--- src/rtl/master_cmd_queue_if.sv ---
// Command/response and bus-master handshake bundle for master_cmd_queue.
// slave = queue view, master = host/bus-side view.
interface master_cmd_queue_if #(
  parameter int ADDR_W = 16,
  parameter int DATA_W = 8
);
  logic              cmd_valid;
  logic              cmd_ready;
  logic [ADDR_W-1:0] cmd_addr;
  logic [DATA_W-1:0] cmd_wdata;
  logic              cmd_mode;
  logic              rsp_valid;
  logic [DATA_W-1:0] rsp_rdata;
  logic              rsp_mode;
  logic              rsp_err;
  logic              m_U_start;
  logic [ADDR_W-1:0] m_U_addr;
  logic [DATA_W-1:0] m_U_wdata;
  logic              m_U_mode;
  logic [DATA_W-1:0] m_U_rdata;
  logic              m_done;

  modport slave (
    input  cmd_valid, cmd_addr, cmd_wdata, cmd_mode,
    input  m_U_rdata, m_done,
    output cmd_ready,
    output rsp_valid, rsp_rdata, rsp_mode, rsp_err,
    output m_U_start, m_U_addr, m_U_wdata, m_U_mode
  );

  modport master (
    output cmd_valid, cmd_addr, cmd_wdata, cmd_mode,
    output m_U_rdata, m_done,
    input  cmd_ready,
    input  rsp_valid, rsp_rdata, rsp_mode, rsp_err,
    input  m_U_start, m_U_addr, m_U_wdata, m_U_mode
  );
endinterface

--- src/rtl/master_cmd_queue.sv ---
// FIFO-fed command sequencer in front of one bus master user port.
// Optional WAIT timeout abort enabled by defining MCQ_TIMEOUT_EN.
module master_cmd_queue #(
  parameter int DEPTH   = 4,
  parameter int ADDR_W  = 16,
  parameter int DATA_W  = 8,
  parameter int TIMEOUT = 64
) (
  input  logic                   clk,
  input  logic                   rst,
  master_cmd_queue_if.slave      bus,
  output logic                   busy,
  output logic [$clog2(DEPTH):0] count
);
  localparam int PW = $clog2(DEPTH);
  localparam int CW = PW + 1;

  typedef enum logic [1:0] {
    IDLE,
    WAIT,
    RESP
  } state_t;

  state_t state_q, state_d;

  logic [ADDR_W-1:0] addr_mem [DEPTH];
  logic [DATA_W-1:0] data_mem [DEPTH];
  logic              mode_mem [DEPTH];

  logic [PW-1:0] wr_ptr, rd_ptr;
  logic push, pop, fin, abort, tmo_hit;

  logic              start_q;
  logic [ADDR_W-1:0] addr_q;
  logic [DATA_W-1:0] wdata_q;
  logic              mode_q;
  logic              rsp_valid_q;
  logic [DATA_W-1:0] rsp_rdata_q;
  logic              rsp_mode_q;

  // cmd_ready comes straight from the registered count, so a pop in
  // the same cycle never opens a slot for a push into a full FIFO.
  assign bus.cmd_ready = (count != CW'(DEPTH));
  assign push = bus.cmd_valid && bus.cmd_ready;

  assign bus.m_U_start = start_q;
  assign bus.m_U_addr  = addr_q;
  assign bus.m_U_wdata = wdata_q;
  assign bus.m_U_mode  = mode_q;
  assign bus.rsp_valid = rsp_valid_q;
  assign bus.rsp_rdata = rsp_rdata_q;
  assign bus.rsp_mode  = rsp_mode_q;

  assign busy = (state_q != IDLE) || (count != '0);

  always_comb begin
    state_d = state_q;
    pop     = 1'b0;
    fin     = 1'b0;
    abort   = 1'b0;
    unique case (state_q)
      IDLE: begin
        if (count != '0) begin
          pop     = 1'b1;
          state_d = WAIT;
        end
      end
      WAIT: begin
        if (bus.m_done) begin
          fin     = 1'b1;
          state_d = RESP;
        end else if (tmo_hit) begin
          abort   = 1'b1;
          state_d = RESP;
        end
      end
      RESP:    state_d = IDLE;
      default: state_d = IDLE;
    endcase
  end

  always_ff @(posedge clk) begin
    if (rst) state_q <= IDLE;
    else     state_q <= state_d;
  end

  always_ff @(posedge clk) begin
    if (push) begin
      addr_mem[wr_ptr] <= bus.cmd_addr;
      data_mem[wr_ptr] <= bus.cmd_wdata;
      mode_mem[wr_ptr] <= bus.cmd_mode;
    end
  end

  always_ff @(posedge clk) begin
    if (rst) begin
      wr_ptr <= '0;
      rd_ptr <= '0;
      count  <= '0;
    end else begin
      if (push) wr_ptr <= wr_ptr + PW'(1);
      if (pop)  rd_ptr <= rd_ptr + PW'(1);
      unique case ({push, pop})
        2'b10:   count <= count + CW'(1);
        2'b01:   count <= count - CW'(1);
        default: count <= count;
      endcase
    end
  end

  always_ff @(posedge clk) begin
    if (rst) begin
      start_q     <= 1'b0;
      addr_q      <= '0;
      wdata_q     <= '0;
      mode_q      <= 1'b0;
      rsp_valid_q <= 1'b0;
      rsp_rdata_q <= '0;
      rsp_mode_q  <= 1'b0;
    end else begin
      rsp_valid_q <= (state_q == RESP);
      if (pop) begin
        start_q <= 1'b1;
        addr_q  <= addr_mem[rd_ptr];
        wdata_q <= data_mem[rd_ptr];
        mode_q  <= mode_mem[rd_ptr];
      end
      if (fin || abort) begin
        start_q     <= 1'b0;
        rsp_mode_q  <= mode_q;
        rsp_rdata_q <= (fin && !mode_q) ? bus.m_U_rdata : '0;
      end
    end
  end

`ifdef MCQ_TIMEOUT_EN
  localparam int TW = $clog2(TIMEOUT + 1);

  logic [TW-1:0] tmo_cnt;
  logic          err_q;

  // pre-edge count of TIMEOUT-1 means this edge ends the TIMEOUT-th WAIT cycle
  assign tmo_hit     = (tmo_cnt == TW'(TIMEOUT - 1));
  assign bus.rsp_err = err_q;

  always_ff @(posedge clk) begin
    if (rst || pop)           tmo_cnt <= '0;
    else if (state_q == WAIT) tmo_cnt <= tmo_cnt + TW'(1);
  end

  always_ff @(posedge clk) begin
    if (rst)        err_q <= 1'b0;
    else if (fin)   err_q <= 1'b0;
    else if (abort) err_q <= 1'b1;
  end
`else
  assign tmo_hit     = 1'b0;
  assign bus.rsp_err = 1'b0;
`endif

endmodule
--- src/flat_wrapper.sv ---
// flat-port wrapper written by rule: the top's interface ports become plain ports
module master_cmd_queue_flat 
#(
  parameter int DEPTH   = 4,
  parameter int ADDR_W  = 16,
  parameter int DATA_W  = 8,
  parameter int TIMEOUT = 64
)
  (clk, rst, busy, count, bus_cmd_valid, bus_cmd_addr, bus_cmd_wdata, bus_cmd_mode, bus_m_U_rdata, bus_m_done, bus_cmd_ready, bus_rsp_valid, bus_rsp_rdata, bus_rsp_mode, bus_rsp_err, bus_m_U_start, bus_m_U_addr, bus_m_U_wdata, bus_m_U_mode);
  master_cmd_queue_if #(.ADDR_W(ADDR_W), .DATA_W(DATA_W)) bus_i ();
  input  logic clk;
  input  logic rst;
  output logic busy;
  output logic [$clog2(DEPTH):0] count;
  input wire logic [$bits(bus_i.cmd_valid)-1:0] bus_cmd_valid;
  input wire logic [$bits(bus_i.cmd_addr)-1:0] bus_cmd_addr;
  input wire logic [$bits(bus_i.cmd_wdata)-1:0] bus_cmd_wdata;
  input wire logic [$bits(bus_i.cmd_mode)-1:0] bus_cmd_mode;
  input wire logic [$bits(bus_i.m_U_rdata)-1:0] bus_m_U_rdata;
  input wire logic [$bits(bus_i.m_done)-1:0] bus_m_done;
  output wire logic [$bits(bus_i.cmd_ready)-1:0] bus_cmd_ready;
  output wire logic [$bits(bus_i.rsp_valid)-1:0] bus_rsp_valid;
  output wire logic [$bits(bus_i.rsp_rdata)-1:0] bus_rsp_rdata;
  output wire logic [$bits(bus_i.rsp_mode)-1:0] bus_rsp_mode;
  output wire logic [$bits(bus_i.rsp_err)-1:0] bus_rsp_err;
  output wire logic [$bits(bus_i.m_U_start)-1:0] bus_m_U_start;
  output wire logic [$bits(bus_i.m_U_addr)-1:0] bus_m_U_addr;
  output wire logic [$bits(bus_i.m_U_wdata)-1:0] bus_m_U_wdata;
  output wire logic [$bits(bus_i.m_U_mode)-1:0] bus_m_U_mode;
  assign bus_i.cmd_valid = bus_cmd_valid;
  assign bus_i.cmd_addr = bus_cmd_addr;
  assign bus_i.cmd_wdata = bus_cmd_wdata;
  assign bus_i.cmd_mode = bus_cmd_mode;
  assign bus_i.m_U_rdata = bus_m_U_rdata;
  assign bus_i.m_done = bus_m_done;
  assign bus_cmd_ready = bus_i.cmd_ready;
  assign bus_rsp_valid = bus_i.rsp_valid;
  assign bus_rsp_rdata = bus_i.rsp_rdata;
  assign bus_rsp_mode = bus_i.rsp_mode;
  assign bus_rsp_err = bus_i.rsp_err;
  assign bus_m_U_start = bus_i.m_U_start;
  assign bus_m_U_addr = bus_i.m_U_addr;
  assign bus_m_U_wdata = bus_i.m_U_wdata;
  assign bus_m_U_mode = bus_i.m_U_mode;
  master_cmd_queue #(.DEPTH(DEPTH), .ADDR_W(ADDR_W), .DATA_W(DATA_W), .TIMEOUT(TIMEOUT)) u_core (.clk(clk), .rst(rst), .bus(bus_i), .busy(busy), .count(count));
endmodule
--- config.mk ---
export PLATFORM = sky130hd
export DESIGN_NAME = master_cmd_queue_flat
export DESIGN_NICKNAME = d
export VERILOG_FILES = /design/src/rtl/master_cmd_queue_if.sv /design/src/rtl/master_cmd_queue.sv /design/src/flat_wrapper.sv
export SDC_FILE = /design/constraint.sdc
export NUM_CORES = 1
export LEC_CHECK = 0
export CORE_ASPECT_RATIO = 0.6
export CORE_MARGIN = 3
export CORE_UTILIZATION = 40
export CTS_CLUSTER_SIZE = 14
export DETAILED_ROUTE_END_ITERATION = 8
export GPL_ROUTABILITY_DRIVEN = 1
export GPL_TIMING_DRIVEN = 0
export PLACE_DENSITY = 0.73
export SLEW_MARGIN = 20
export SYNTH_ARGS = -nofsm -noshare
export SYNTH_HDL_FRONTEND = slang
export SYNTH_SLANG_ARGS = --single-unit
--- constraint.sdc ---
create_clock -name clk -period 3.5 [get_ports clk]
set_input_delay 0.35 -clock clk [delete_from_list [all_inputs] [get_ports clk]]
set_output_delay 0.35 -clock clk [all_outputs]
set_load 0.005 [all_outputs]
# Word-level counts from Yosys, hierarchy flattened
# Memories as Yosys holds them, arrays and structs flattened. A register that Yosys moved wholly into a read port is not among the register bits.
# Cells that the tools add are included.
# totals
reg_bits	20
ram_bits	100
input_bits	37
output_inout_bits	42
wordCells	43
memories	3
# classes
n_addsub	4
eq_ne	7
muxes	11
n_reduce_logical	10
# mem_list
name	words	word_bits	rd	rd_ports_with_merged_regs	write_ports	line	text
u_core.addr_mem	4	16	1	1	1	master_cmd_queue.sv:26	logic [ADDR_W-1:0] addr_mem [DEPTH];
u_core.data_mem	4	8	1	1	1	master_cmd_queue.sv:27	logic [DATA_W-1:0] data_mem [DEPTH];
u_core.mode_mem	4	1	1	1	1	master_cmd_queue.sv:28	logic mode_mem [DEPTH];
# op_table
operator	n
8-bit 2-to-1 mux	1
1-bit 2-to-1 mux	6
3-bit case mux with 2 select lines	1
2-bit by 1-bit adder with 2-bit output, second input constant	2
2-bit by 1-bit == test with 1-bit output, second input constant	2
2-bit == test, second input constant	2
2-bit 2-to-1 mux	2
2-bit case mux with 2 select lines	1
2-bit nonzero test	2
3-bit by 1-bit adder with 3-bit output, second input constant	1
3-bit inequality test, second input constant	1
3-bit nonzero test	1
3-bit by 1-bit subtractor with 3-bit output, second input constant	1
1-bit logical AND	2
2-bit logical NOT	1
2-bit by 1-bit inequality test with 1-bit output, second input constant	1
2-bit inequality test, second input constant	1
2-bit AND reduction	1
2-bit OR reduction	1
1-bit logical NOT	1
1-bit logical OR	1

# Logic depth before layout (Yosys ltp)
# Gate-level depths: netlist (run 1).
# logic_depth
ltp_word	5
depth_mapped	9
mapped_depth_nobuf	8

# Worst setup path before layout (run 1)
# OpenSTA, ideal clock, no wires.
# synth_path
path_type	register to register
from	register u_core.count[2]
to	register u_core.count[2]
setup_ps	71
arrival_time_ps	2104
t_required_ps	3429
setup_slack_ps	1326
stages_incl_launch_ff	10
n_path_buf	1
period_less_slack_ps	2174
cell_sequence	dfxtp_1 > or3b_1 > buf_2 > nand2_1 > ha_1 > inv_1 > fa_1 > xor2_1 > or3_1 > a21oi_1
# synth_via
elab_cells_between_ends	11
classes_between	add/sub: 2; eq/ne: 3; mux: 3; reduce/logical: 3
# synth_rtl
item	line	text
start, declared	master_cmd_queue.sv:13	output logic [$clog2(DEPTH):0] count
start signal, assigned	master_cmd_queue.sv:104	2'b10: count <= count + CW'(1);
start signal, assigned	master_cmd_queue.sv:105	2'b01: count <= count - CW'(1);
start signal, assigned	master_cmd_queue.sv:106	default: count <= count;
3-bit inequality test (*)	master_cmd_queue.sv:43	assign bus.cmd_ready = (count != CW'(DEPTH));
named net bus_cmd_ready	flat_wrapper.sv:21	output wire logic [$bits(bus_i.cmd_ready)-1:0] bus_cmd_ready;
1-bit logical AND (*)	master_cmd_queue.sv:44	assign push = bus.cmd_valid && bus.cmd_ready;
2-bit by 1-bit == test with 1-bit output / 2-bit == test (equally long branches)	master_cmd_queue.sv:103	unique case ({push, pop})
3-bit case mux with 2 select lines / 2-bit nonzero test (equally long branches)	--	
# Mark *: on every way through the listed nets, which the timed path passes. The rest lies on a longest branch.
# A chain may end at the register's enable or synchronous reset.

# Final worst setup path (run 1)
# layout_path
from	register u_core.count[2]
to	register u_core.count[2]
# layout_via
elab_chain_cells	5
elab_cells_between_ends	11
classes_between	add/sub: 2; eq/ne: 3; mux: 3; reduce/logical: 3
# layout_lines
item	line	text
3-bit nonzero test	master_cmd_queue.sv:63	if (count != '0) begin
1-bit 2-to-1 mux	master_cmd_queue.sv:63	
1-bit 2-to-1 mux	master_cmd_queue.sv:61	unique case (state_q)
2-bit by 1-bit == test with 1-bit output / 2-bit == test (equally long branches)	master_cmd_queue.sv:103	
3-bit case mux with 2 select lines / 2-bit nonzero test (equally long branches)	--	
# Parallel ways exist; a longest one is shown, timed or not.

==> results of run 1 <==
metal layers:
metal / part of all wire [%] / GRT usage (%) / up-vias
li1: - / - / 1305
met1: 47 / 20.7 / 1403
met2: 45 / 22.1 / 89
met3: 6.8 / 5.53 / 11
met4: 1.0 / 4.85 / 0
met5: 0 / 0 / -
power groups by stage:
stage / logic (mW) / registers, mW / clock network [mW]
after floorplan: 0.771 / 2.26 / 0
after global placement: 1.32 / 2.27 / 0
after detailed placement: 1.35 / 2.27 / 0
after CTS: 1.37 / 2.24 / 2.04
after global routing: 1.45 / 2.27 / 2.11
final: 1.34 / 2.24 / 2.00
cell type report:
| cell class | count | area (um^2) | area share [%] |
|---|---|---|---|
| buffer | 16 | 114 | 1.64 |
| inverter | 7 | 26.3 | 0.379 |
| sequential | 145 | 3900 | 56.2 |
| multi-input combinational | 108 | 1250 | 18.0 |
| clock inverter | 7 | 110 | 1.59 |
| clock buffer | 25 | 571 | 8.22 |
| tap | 165 | 206 | 2.97 |
| timing repair buffer | 76 | 761 | 11.0 |
worst reg2reg max path: stages, from the launching register on:
cell     delay [ps]
dfxtp_1         410
or3b_1          350
buf_2           180
nand2_1          90
ha_1            180
inv_1            70
fa_1            380
xor2_1          160
or3_1           310
a21oi_1         140
logic make-up after synthesis:
logic type	Yosys count	share of synthesized area, %
and+or+nand+nor	25	3.19
muxes	25	10.6
adders and majority gates	6	1.56
other	1	0.0709
AOI/OAI and AO/OA	49	7.74
buffers and inverters	23	2.65
DFF	145	73.8
xor gates and xnor gates	2	0.331
cell usage in the layout, fill, tap and decap left out, types with 2 or more instances in the layout:
master and count:
edfxtp_1 100, clkdlybuf4s50_1 76, dfxtp_1 45, a22o_1 34, mux4_2 25, clkbuf_16 21
buf_2 6, inv_1 6, a21oi_1 6, nor2_1 5, ha_1 5, and3_2 4
clkinv_2 4, buf_6 3, clkbuf_1 3, clkbuf_8 3, bufinv_16 3, nor3_1 2
buf_1 2, nand2_1 2, buf_4 2, a21o_1 2, nand3_1 2, xor2_1 2
sequential cells by signal, indices dropped and copies added, names as in the netlist:
register / count
u_core.addr_mem: 64
u_core.bus.m_U_addr: 16
u_core.bus.m_U_mode: 1
u_core.bus.m_U_start: 1
u_core.bus.m_U_wdata: 8
u_core.bus.rsp_mode: 1
u_core.bus.rsp_rdata: 8
u_core.bus.rsp_valid: 1
u_core.count: 3
u_core.data_mem: 32
u_core.mode_mem: 4
u_core.rd_ptr: 2
u_core.state_q: 2
u_core.wr_ptr: 2
stage by stage:
step	util (%)	hold WS (ps)
6_report	55.6	354
5_1_grt	55.6	373
4_1_cts	55.6	325
3_5_place_dp	50.1	457
3_3_place_gp	50.1	452
2_1_floorplan	-	449
worst max path at each step:
stage	end	cells after the start	slack [ps]	startpoint
after floorplan	u_core.count[2]	9	1330	u_core.count[2]
after global placement	u_core.addr_mem[2][14]	3	1210	u_core.count[0]
after detailed placement	u_core.count[2]	9	1180	u_core.count[2]
after CTS	u_core.count[2]	9	1150	u_core.count[2]
after global routing	u_core.count[2]	9	1020	u_core.count[2]
final	u_core.count[2]	9	1150	u_core.count[2]
==> reports/qor.yml, run 1 <==
placed_design:
  dp_slack_ps: 1180
  place_hpwl_um: 6570
  placedCellCount: 517
  io_buffers: 76
  place_area_um2: 6260
  place_congestion: 0.663
clock_tree:
  ctsHtreeMaxLevel: 4
  clockBufferDepth: 2
  hold_buffers: 0
  cts_setup_buffers: 0
  cts_tree: "yes"
  clock_latency_ps: 410
  cts_resized: 0
  cts.clk_slew.worst_paths_ps: 60
  cts_buffers: 17
  cts.sink_count: 145
  cts_root_buffer: "clkbuf_16"
synthesis:
  synth.area.top_cells: "edfxtp_1 57%, dfxtp_1 17%, mux4_2 11%, a22o_1 5.6%, ha_1 1.2%"
  syn-instance-count: 276
  synth_edf_count: 100
  synth_most_common_cell: "edfxtp_1"
  ys_ff_latch: 145
  yosysTopAreaCellShare_pct: 56.8
  ys_warn_count: 0
  syn_area_per_cell_um2: 19.2
  synth_ff_type: "edfxtp_1"
  yosys-top-cells-count: "100 x edfxtp_1, 45 x dfxtp_1, 34 x a22o_1, 25 x mux4_2"
  syn-num-nets: 319
  seq_area_frac_synth_pct: 73.8
  netlist_area_um2: 5290
  ys_async_sr_fraction_pct: 0
  ys_types: 40
  yosysTopAreaCell: "edfxtp_1"
critical_path:
  r2r_start: "u_core.count[2]"
  reg2reg_slack_ps: 1150
  critPathLaunchType: "flop"
  path_buf_inv: 2
  cp-end-kind: "flop"
  cp.arrival_ps: 2690
  rr_worst_depth: 9
  critPathMaxStageDelay_ps: 410
  reg2reg_to: "u_core.count[2]"
  critical_path.top_delay_family: "simple AND/OR/NAND/NOR gates"
  path_class: "flop to flop"
  slowest_stage: "dfxtp_1"
  path_max_fanout: 10
  crit_required_ps: 3840
  path_cells: "or3b_1, buf_2, nand2_1, ha_1, inv_1, fa_1, xor2_1, or3_1, a21oi_1"
power:
  clock_power_share_pct: 35.9
  vdd_drop_max_mv: 0.273
  p_per_area_nw_per_um2: 804
  power.total_mw: 5.58
  p_switching_mw: 1.38
  p_sw_share_pct: 24.8
  p_comb_share_pct: 24.0
  p_int_mw: 4.20
  p_seq_share_pct: 40.1
  leakagePower_nw: 2.40
worst_hold_path:
  hold_depth: 3
  hold_path.startpoint: "bus_cmd_valid"
  hold_class: "input pin to flop"
  holdPathEnd: "u_core.wr_ptr[0]"
final_layout:
  fin_nets: 414
  diodes: 0
  area_delta_synth_final_pct: 31.3
  nFillCells: 949
  layout.cell_area.non_filler_um2: 6940
  layout-drive-gt1-share_pct: 20.8
  finalNonFillerCells: 549
outcome:
  status: "completed"
die:
  ios: 79
  dieArea_um2: 14700
  start_util_pct: 42.3
  die_w_um: 154
  placementRows: 31
  core_um2: 12500
  die_y_um: 95.1
timing:
  tightestPinTransition_ps: 735
  setup-violations-final: 0
  drv_slew: 0
  setup_slack_ps: 1150
  timing.final.crit_period_ps: 2350
  finalHoldViolations: 0
  skew_ps: 5.77
  post-route-period-util_pct: 67.0
  maxSlewHeadroom_pct: 51.0
  fin_setup_tns_ps: 0
  fmax_mhz: 426
  rsz0062_at_grt: "false"
route:
  via_count: 2808
  first_pass_iters: 4
  wl_per_cell_um: 19.1
  wirelength_um: 10500
  drtIter0Drc: 152
  viasPerCell: 5.11
  drtAntennaViolNets: 0
  drc_errors: 0
grt:
  grt_max_degree: 26
  overflow: 0
  grt_pass1_wl_um: 16100
  antenna_found_initial: 0
  gr-usage-all-layers_pct: 14.9
  grt_pass1_vias: 2875
job:
  cap_violations: 0
Note: power is estimated with default switching activity, not from simulation.
==> run 2: changes to the inputs <==
--- a/config.mk
+++ b/config.mk
@@ -12,7 +12,7 @@
 export DETAILED_ROUTE_END_ITERATION = 8
 export GPL_ROUTABILITY_DRIVEN = 1
 export GPL_TIMING_DRIVEN = 0
-export PLACE_DENSITY = 0.73
+export PLACE_DENSITY = 0.75
 export SLEW_MARGIN = 20
 export SYNTH_ARGS = -nofsm -noshare
 export SYNTH_HDL_FRONTEND = slang
==> constraint.sdc (replaced) <==
create_clock -name clk -period 1.9 [get_ports clk]
set_input_delay 0.19 -clock clk [delete_from_list [all_inputs] [get_ports clk]]
set_output_delay 0.19 -clock clk [all_outputs]
set_load 0.005 [all_outputs]
==> reports/qor.yml, run 2 (same netlist as run 1, synthesis figures left out) <==
critical_path:
  cp.arrival_ps: 1860
  path_cells: "nor3_2, nand2_1, clkdlybuf4s50_1"
  cp-end-kind: "primary output"
  crit_required_ps: 1710
  critPathLaunchType: "flop"
  critPathMaxStageDelay_ps: 490
  slowest_stage: "nor3_2"
  path_max_fanout: 6
  path_class: "flop to primary output"
timing:
  maxSlewHeadroom_pct: 53.7
  skew_ps: 11.3
  rsz0062_at_grt: "true"
  hold_ws_ps: 214
  finalHoldViolations: 0
  setup-violations-final: 3
  setup_slack_ps: -145
  timing.final.crit_period_ps: 2050
  fmax_mhz: 489
  post-route-period-util_pct: 108
  tightestPinTransition_ps: 695
  fin_setup_tns_ps: -313
  drv_slew: 0
final_layout:
  finalNonFillerCells: 551
  nFillCells: 979
  layout-drive-gt1-share_pct: 22.3
  diodes: 0
  largest_register_ff_count: 64
  seqCellArea_um2: 3910
  fin_util_pct: 55.3
  multi_input_area_um2: 1290
  top_register: "u_core.addr_mem"
  final_cell_mix: "100 x edfxtp_1, 75 x clkdlybuf4s50_1, 42 x dfxtp_1"
  fin_nets: 416
  final_common_cell: "edfxtp_1"
  area_delta_synth_final_pct: 30.6
grt:
  grt_util_met3_pct: 5.58
  gr-usage-met2_pct: 21.3
  grt-busiest-layer: "met2"
  met1_usage_pct: 20.8
  grt_max_degree: 26
  grt_pass1_wl_um: 16000
  gr-usage-all-layers_pct: 14.8
  antenna_found_initial: 0
  overflow: 0
  grt_pass1_vias: 2870
power:
  leakagePower_nw: 2.36
  power.total_mw: 9.96
  vdd_drop_max_mv: 0.587
  p_per_area_nw_per_um2: 1440
route:
  drtIter0Drc: 180
  drc_errors: 0
  wirelength_um: 10400
  viasPerCell: 5.13
  first_pass_iters: 4
  drtAntennaViolNets: 0
  via_count: 2825
  wl_per_cell_um: 18.9
die:
  placementRows: 31
  dieArea_um2: 14700
  die_w_um: 154
  core_um2: 12500
  ios: 79
  die_y_um: 95.1
  start_util_pct: 42.3
clock_tree:
  hold_buffers: 0
  cts_root_buffer: "clkbuf_16"
  cts.clk_slew.worst_paths_ps: 60
  cts_tree: "yes"
  ctsHtreeMaxLevel: 4
  clockBufferDepth: 2
  clock_latency_ps: 410
  cts_buffers: 17
  cts.sink_count: 145
job:
  cap_violations: 0
placed_design:
  io_buffers: 76
  place_congestion: 0.685
  place_hpwl_um: 6700
  placedCellCount: 517
outcome:
  status: "finished with violations"
  violations: "negative setup slack"
worst_hold_path:
  hold_class: "input pin to flop"
==> run 2: cell types whose count changed in the layout (fill, tap and decap cells not counted), moves of 2 or more <==
cell	previous run	this run
buf_4	2	5
dfxtp_2	0	2
bufinv_16	3	1
clkbuf_16	21	19
dfxtp_1	45	42
clkinv_2	4	1
clkbuf_1	3	9
==> run 2: cell type report <==
cell class	count	share of cell area (%)
clock inverter	3	0.598
tap	165	2.99
buffer	15	1.58
inverter	7	0.380
timing repair buffer	79	11.3
multi-input combinational	108	18.7
sequential	145	56.6
clock buffer	29	7.86
==> run 2: power by group <==
part	internal, mW	switching, mW
logic	1.45	1.12
registers	3.89	0.260
clock network	2.07	1.18
==> run 2: worst paths after layout <==
check,start,end,slack (ps),cells after the start
worst min register to register,u_core.bus.m_U_addr[6],u_core.bus.m_U_addr[6],480,1
worst max-delay path,u_core.count[2],busy,-150,3
worst min-delay path,bus_cmd_valid,u_core.wr_ptr[0],210,3
worst max register to register,u_core.count[2],u_core.count[2],-140,8
==> run 2: what timing repair did <==
| item | CTS | global route |
|---|---|---|
| gates resized for setup | 4 | 1 |
| setup endpoints to repair | 4 | 3 |
| pin swaps | 3 | 1 |
| buffers inserted | 3 | 0 |
==> run 2: metal layers <==
metal  wire length (um)  share of wire, %
met5                  0                 0
met4                 85              0.82
met2               4610                44
met3                794               7.6
met1               4920                47
==> run 2: critical path, delay by kind of cell, from the launching register on <==
kind	cells	cell delay (ps)
buf+inv	1	470
simple gates	2	610
flops	1	360
==> run 2: through the flow <==
stage,instance area (um^2),worst slack (ps)
detailed placement,6300,-302
global route,6910,-206
global placement,6290,-273
finish,6910,-145
floorplan,5330,-155
CTS,6900,-152
